`config.mk`:
```
export PLATFORM = sky130hd
export DESIGN_NAME = robot_step_scheduler
export DESIGN_NICKNAME = d
export VERILOG_FILES = /design/src/rtl/robot_step_scheduler.sv
export SDC_FILE = /design/constraint.sdc
export NUM_CORES = 1
export LEC_CHECK = 0
export CELL_PAD_IN_SITES_DETAIL_PLACEMENT = 0
export CELL_PAD_IN_SITES_GLOBAL_PLACEMENT = 1
export CORE_MARGIN = 1
export CORE_UTILIZATION = 35
export DETAILED_ROUTE_END_ITERATION = 16
export MAX_ROUTING_LAYER = met4
export PLACE_DENSITY = 0.68
export SLEW_MARGIN = 10
export SYNTH_ARGS = -nofsm -noshare
export SYNTH_HDL_FRONTEND = slang
export SYNTH_SLANG_ARGS = --single-unit
```
`constraint.sdc`:
```
create_clock -name clock -period 2.1 [get_ports clock]
set_clock_uncertainty 0.2 [all_clocks]
set_input_delay 0.315 -clock clock [delete_from_list [all_inputs] [get_ports clock]]
set_output_delay 0.315 -clock clock [all_outputs]
set_load 0.1 [all_outputs]
```
`src/rtl/robot_step_scheduler.sv`:
```
// Step scheduler between a gamepad / wall-follow controller and the maze map.
// Issues at most one avancar/girar/remover pulse per tick and waits for map_ack.
module robot_step_scheduler #(
    parameter int ACK_TIMEOUT = 255
) (
    input  logic       clock,
    input  logic       reset,
    input  logic       tick,
    input  logic       auto_mode,
    input  logic       btn_fwd,
    input  logic       btn_turn,
    input  logic       btn_remove,
    input  logic       head,
    input  logic       left,
    input  logic       under,
    input  logic       barrier,
    input  logic       map_ack,
    output logic       avancar,
    output logic       girar,
    output logic       remover,
    output logic       busy,
    output logic [2:0] state,
    output logic [9:0] step_count,
    output logic       done
);

    localparam int TW = (ACK_TIMEOUT < 2) ? 1 : $clog2(ACK_TIMEOUT + 1);
    localparam logic [TW-1:0] TIMEOUT_LAST = TW'(ACK_TIMEOUT - 1);

    typedef enum logic [2:0] {
        ST_IDLE     = 3'd0,
        ST_DECIDE   = 3'd1,
        ST_ISSUE    = 3'd2,
        ST_WAIT_ACK = 3'd3,
        ST_DONE     = 3'd4
    } state_t;

    typedef enum logic [1:0] {
        CMD_NONE   = 2'd0,
        CMD_FWD    = 2'd1,
        CMD_TURN   = 2'd2,
        CMD_REMOVE = 2'd3
    } cmd_t;

    state_t          state_reg, state_next;
    cmd_t            cmd_reg, cmd_next;
    logic [2:0]      pending_reg, pending_next;     // {remove, turn, fwd}
    logic [2:0]      btn_prev_reg;
    logic            auto_prev_reg;
    logic            turn_fwd_reg, turn_fwd_next;
    logic [1:0]      rt_cnt_reg, rt_cnt_next;
    logic [TW-1:0]   timeout_reg, timeout_next;
    logic [9:0]      step_count_reg, step_count_next;

    logic [2:0]      btn_now;
    logic [2:0]      btn_rise;
    logic            auto_rise;
    logic            auto_fall;
    logic            blocked;

    assign btn_now   = {btn_remove, btn_turn, btn_fwd};
    assign auto_rise = auto_mode & ~auto_prev_reg;
    assign auto_fall = ~auto_mode & auto_prev_reg;

    genvar gi;
    generate
        for (gi = 0; gi < 3; gi++) begin : g_btn_edge
            assign btn_rise[gi] = btn_now[gi] & ~btn_prev_reg[gi];
        end
    endgenerate

    always_ff @(posedge clock or negedge reset) begin
        if (!reset) begin
            state_reg      <= ST_IDLE;
            cmd_reg        <= CMD_NONE;
            pending_reg    <= '0;
            btn_prev_reg   <= '0;
            auto_prev_reg  <= 1'b0;
            turn_fwd_reg   <= 1'b0;
            rt_cnt_reg     <= '0;
            timeout_reg    <= '0;
            step_count_reg <= '0;
        end else begin
            state_reg      <= state_next;
            cmd_reg        <= cmd_next;
            pending_reg    <= pending_next;
            btn_prev_reg   <= btn_now;
            auto_prev_reg  <= auto_mode;
            turn_fwd_reg   <= turn_fwd_next;
            rt_cnt_reg     <= rt_cnt_next;
            timeout_reg    <= timeout_next;
            step_count_reg <= step_count_next;
        end
    end

    always_comb begin
        state_next      = state_reg;
        cmd_next        = cmd_reg;
        pending_next    = pending_reg | btn_rise;
        turn_fwd_next   = turn_fwd_reg;
        rt_cnt_next     = rt_cnt_reg;
        timeout_next    = timeout_reg;
        step_count_next = step_count_reg;
        blocked         = 1'b0;

        case (state_reg)
            ST_IDLE: begin
                if (tick) state_next = ST_DECIDE;
            end
            ST_DECIDE: begin
                if (!auto_mode) begin
                    // A fresh press arriving in the same cycle survives the clear.
                    state_next = ST_ISSUE;
                    if (pending_reg[2]) begin
                        cmd_next        = CMD_REMOVE;
                        pending_next[2] = btn_rise[2];
                    end else if (pending_reg[1]) begin
                        cmd_next        = CMD_TURN;
                        pending_next[1] = btn_rise[1];
                    end else if (pending_reg[0]) begin
                        cmd_next        = CMD_FWD;
                        pending_next[0] = btn_rise[0];
                    end else begin
                        state_next = ST_IDLE;
                    end
                end else if (under) begin
                    state_next = ST_DONE;
                end else begin
                    state_next = ST_ISSUE;
                    if (rt_cnt_reg != 2'd0) begin
                        cmd_next    = CMD_TURN;
                        rt_cnt_next = rt_cnt_reg - 2'd1;
                    end else if (turn_fwd_reg) begin
                        turn_fwd_next = 1'b0;
                        if (!head) cmd_next = CMD_FWD;
                        else       blocked  = 1'b1;
                    end else if (!left) begin
                        cmd_next      = CMD_TURN;
                        turn_fwd_next = 1'b1;
                    end else if (!head) begin
                        cmd_next = CMD_FWD;
                    end else begin
                        blocked = 1'b1;
                    end
                    // Wall ahead: clear a barrier if possible, else start a right turn (3 lefts).
                    if (blocked) begin
                        if (barrier) begin
                            cmd_next = CMD_REMOVE;
                        end else begin
                            cmd_next    = CMD_TURN;
                            rt_cnt_next = 2'd2;
                        end
                    end
                end
            end
            ST_ISSUE: begin
                timeout_next = '0;
                state_next   = ST_WAIT_ACK;
            end
            ST_WAIT_ACK: begin
                if (map_ack) begin
                    state_next = ST_IDLE;
                    if (step_count_reg != 10'd1023) step_count_next = step_count_reg + 10'd1;
                end else if (timeout_reg == TIMEOUT_LAST) begin
                    state_next    = ST_IDLE;
                    turn_fwd_next = 1'b0;
                    rt_cnt_next   = 2'd0;
                end else begin
                    timeout_next = timeout_reg + TW'(1);
                end
            end
            ST_DONE: begin
                if (!auto_mode) state_next = ST_IDLE;
            end
            default: state_next = ST_IDLE;
        endcase

        if (auto_rise) pending_next = '0;
        if (auto_fall) begin
            turn_fwd_next = 1'b0;
            rt_cnt_next   = 2'd0;
        end
    end

    assign avancar    = (state_reg == ST_ISSUE) && (cmd_reg == CMD_FWD);
    assign girar      = (state_reg == ST_ISSUE) && (cmd_reg == CMD_TURN);
    assign remover    = (state_reg == ST_ISSUE) && (cmd_reg == CMD_REMOVE);
    assign busy       = (state_reg == ST_ISSUE) || (state_reg == ST_WAIT_ACK);
    assign done       = (state_reg == ST_DONE);
    assign state      = state_reg;
    assign step_count = step_count_reg;

endmodule

```
==> impl_metrics.env <==
export IMPL_relSlewSlack_pct=71.0
export IMPL_swShare_pct=48.2
export IMPL_cts_sinks=33
export IMPL_worst_slew_pin_slew_ns=0.435
export IMPL_synth_edf_count=0
export IMPL_cp_cell_sequence="nand2b_4, nor2_4, and3_2, buf_12"
export IMPL_dp_cells=274
export IMPL_synth_adder_area_share_pct=2.13
export IMPL_power_internal_mw=1.65
export IMPL_netlist_area_mm2=0.00176
export IMPL_syn_area_per_cell_um2=10.0
export IMPL_clkLatencyLatePin_ns=0.28
export IMPL_grt_overflow=0
export IMPL_synthTopCellsByArea="dfrtp_1 (47%), nand2_1 (3.8%), a21oi_1 (3.4%), nor2_1 (2.6%), o21ai_0 (2.3%)"
export IMPL_slowest_stage="dfrtp_4"
export IMPL_crit_required_ns=1.58
export IMPL_nets=233
export IMPL_dp_hpwl_um=2910
export IMPL_route_detailed_drc=0
export IMPL_synth_nets=191
export IMPL_crit_type="register to output port"
export IMPL_ir_drop_mv=0.996
export IMPL_slew_violations=0
export IMPL_htree_levels=2
export IMPL_grt_max_degree=34
export IMPL_p_switching_mw=1.54
export IMPL_synth_cell_types=53
export IMPL_clkPwrFrac_pct=16.6
export IMPL_synth_warnings=0
export IMPL_crit_fanout=5
export IMPL_synth_most_common_cell="dfrtp_1"
export IMPL_leakage_nw=1.03
export IMPL_power_density_mw_per_mm2=1310
export IMPL_drive_gt1_share_pct=31.1
export IMPL_fin_crit_sh_pct=95.1
export IMPL_place_area_mm2=0.00230
export IMPL_largest_reg_flops=10
export IMPL_power_frac_seq_pct=33.1
export IMPL_drt_iter0_drc=56
export IMPL_start_util_pct=36.8
export IMPL_hp_class="primary input to asynchronous set/reset pin"
export IMPL_ys_ff_latch=33
export IMPL_syn_to_final_growth_pct=38.1
export IMPL_antenna_left=0
export IMPL_yosysSeqAreaShare_pct=46.9
export IMPL_dr_pass1_iters=4
export IMPL_core_area_mm2=0.00479
export IMPL_yosys_area_top_type="dfrtp_1"
export IMPL_cts_resized=0
export IMPL_syn_inst=176
export IMPL_outcome="complete, no violations"
export IMPL_total_power_mw=3.19
export IMPL_critPathArrivalTime_ns=1.48
export IMPL_synth_compound_area_share_pct=18.1
export IMPL_grt_total_usage_pct=17.9
export IMPL_path_clk_slew_ns=0.07
export IMPL_grt_pass1_vias=1507
export IMPL_slowest_delay_ns=0.50
export IMPL_diodes=0
export IMPL_synth_area_mux_share_pct=1.21
export IMPL_synth_commonest_cells="dfrtp_1 (33), nand2_1 (18), a21oi_1 (12), nor2_1 (12), o21ai_0 (8)"
export IMPL_antenna_found_initial=0
export IMPL_pwr_share_comb_pct=50.3
export IMPL_start_kind="register"
export IMPL_die_area_mm2=0.00532
export IMPL_ys_dominant_reg_cell="dfrtp_1"
export IMPL_synth_simple_gate_area_share_pct=25.0
export IMPL_final_area_mm2=0.00243
export IMPL_place_ws_ns=-0.0986
export IMPL_numCtsBuffers=5
export IMPL_wl_per_cell_um=14.2
export IMPL_fin_util_pct=50.8
export IMPL_place_congestion=0.813
export IMPL_die_w_um=72.9
export IMPL_endpoint_kind="output port"
export IMPL_rows=25
export IMPL_port_buffer_count=29
export IMPL_fmax_mhz=501
export IMPL_finalHoldViolations=0
export IMPL_fin_tns_setup_ns=0
export IMPL_vias=1491
export IMPL_synth_top_family_by_area="simple AND/OR/NAND/NOR gates"
export IMPL_ios=30
export IMPL_fp_dieH_um=72.9
export IMPL_fin_crit_ns=2.00
export IMPL_grt_first_pass_wirelength_um=6940
export IMPL_rsz0062_at_grt="false"
export IMPL_clockRootBuffer="clkbuf_8"
export IMPL_worst_slack_ns=0.103
export IMPL_holdWs_ns=0.233
export IMPL_viasPerCell=5.21
export IMPL_yosysTopAreaCellShare_pct=46.9
export IMPL_cts_tree="yes"
export IMPL_drt_wl_total_um=4050
export IMPL_cap_violations=0
export IMPL_synth_xor_area_share_pct=3.98
export IMPL_setup_viol=0
export IMPL_async_reset_ff_share_pct=100
export IMPL_instances_no_fill=286
export IMPL_postCtsHoldBufs=0
export IMPL_clockBufferDepth=2
[worst max-delay path: cells and delay by family (launching register included)]
| kind | cells | cell delay (ns) |
|---|---|---|
| DFF | 1 | 0.50 |
| and+or+nand+nor | 3 | 0.53 |
| buffers and inverters | 1 | 0.17 |
[path summary, 6_finish.rpt]
check | start | end | slack [ns] | depth (start not counted)
max | state[2] | remover | 0.10 | 4
min | reset | cmd_reg[1] | 0.23 | 2
max reg2reg | state[1] | rt_cnt_reg[1] | 0.11 | 4
min reg2reg | step_count[9] | step_count[9] | 0.29 | 1
max in group asynchronous | reset | state[0] | 1.11 | 2
min in group clock | step_count[9] | step_count[9] | 0.29 | 1
[cells in the final DEF (no fill, tap or decap), types with 2 or more instances in the layout]
| cell | n |
|---|---|
| buf_4 | 21 |
| dfrtp_1 | 20 |
| nand2_1 | 16 |
| a21oi_1 | 12 |
| clkdlybuf4s50_1 | 11 |
| dfrtp_2 | 10 |
| nor2_1 | 9 |
| buf_12 | 9 |
| o21ai_0 | 8 |
| clkbuf_8 | 7 |
| nor2b_1 | 6 |
| nor3_1 | 6 |
| a31oi_1 | 6 |
| nand2b_1 | 4 |
| xor2_1 | 4 |
| nand3_1 | 4 |
| xnor2_1 | 4 |
| o21ai_1 | 3 |
| nor2_4 | 3 |
| o211ai_1 | 3 |
| ha_1 | 3 |
| dfrtp_4 | 3 |
| inv_1 | 2 |
| nand2_2 | 2 |
| nand4_1 | 2 |
| a211o_1 | 2 |
| and4_1 | 2 |
| and3_1 | 2 |
| o31ai_1 | 2 |
| a21boi_1 | 2 |
[cells by family (layout without fill, tap and decap cells)]
| family | Yosys count | after routing |
|---|---|---|
| multiplexers | 2 | 2 |
| buffers and inverters | 9 | 52 |
| flip-flops | 33 | 33 |
| AND/OR/NAND/NOR | 74 | 74 |
| adder cells (fa/ha/maj) | 3 | 3 |
| AO/OA/AOI/OAI | 47 | 47 |
| XOR/XNOR | 8 | 8 |
[power by group through the flow]
stage               Sequential [mW]  Clock, mW  Combinational, mW
floorplan                      1.39          0              0.786
global placement               1.07          0               1.55
detailed placement             1.07          0               1.56
CTS                            1.07      0.551               1.59
global route                   1.08      0.583               1.71
finish                         1.05      0.529               1.60
[routing by layer]
metal	track usage [%]	routed length, um	vias up
li1	-	-	731
met1	22.8	1960	728
met2	27.6	1910	30
met3	4.70	155	2
met4	6.54	26	0
met5	-	0	-
[layout make-up]
class	instances	area, um^2
clock buffer	7	96.3
clock inverter	1	5.00
fill	439	2350
inverter	3	13.8
multi-input combinational	134	936
sequential	33	850
tap	67	83.8
timing repair buffer	41	448
[timing repair]
item | 4_1_cts | 5_1_grt
setup endpoints to repair | 3 | 2
hold endpoints to repair | 0 | 0
pin swaps | 1 | 0
buffers inserted | 2 | 2
No activity file was read; power rests on OpenSTA's default activity.
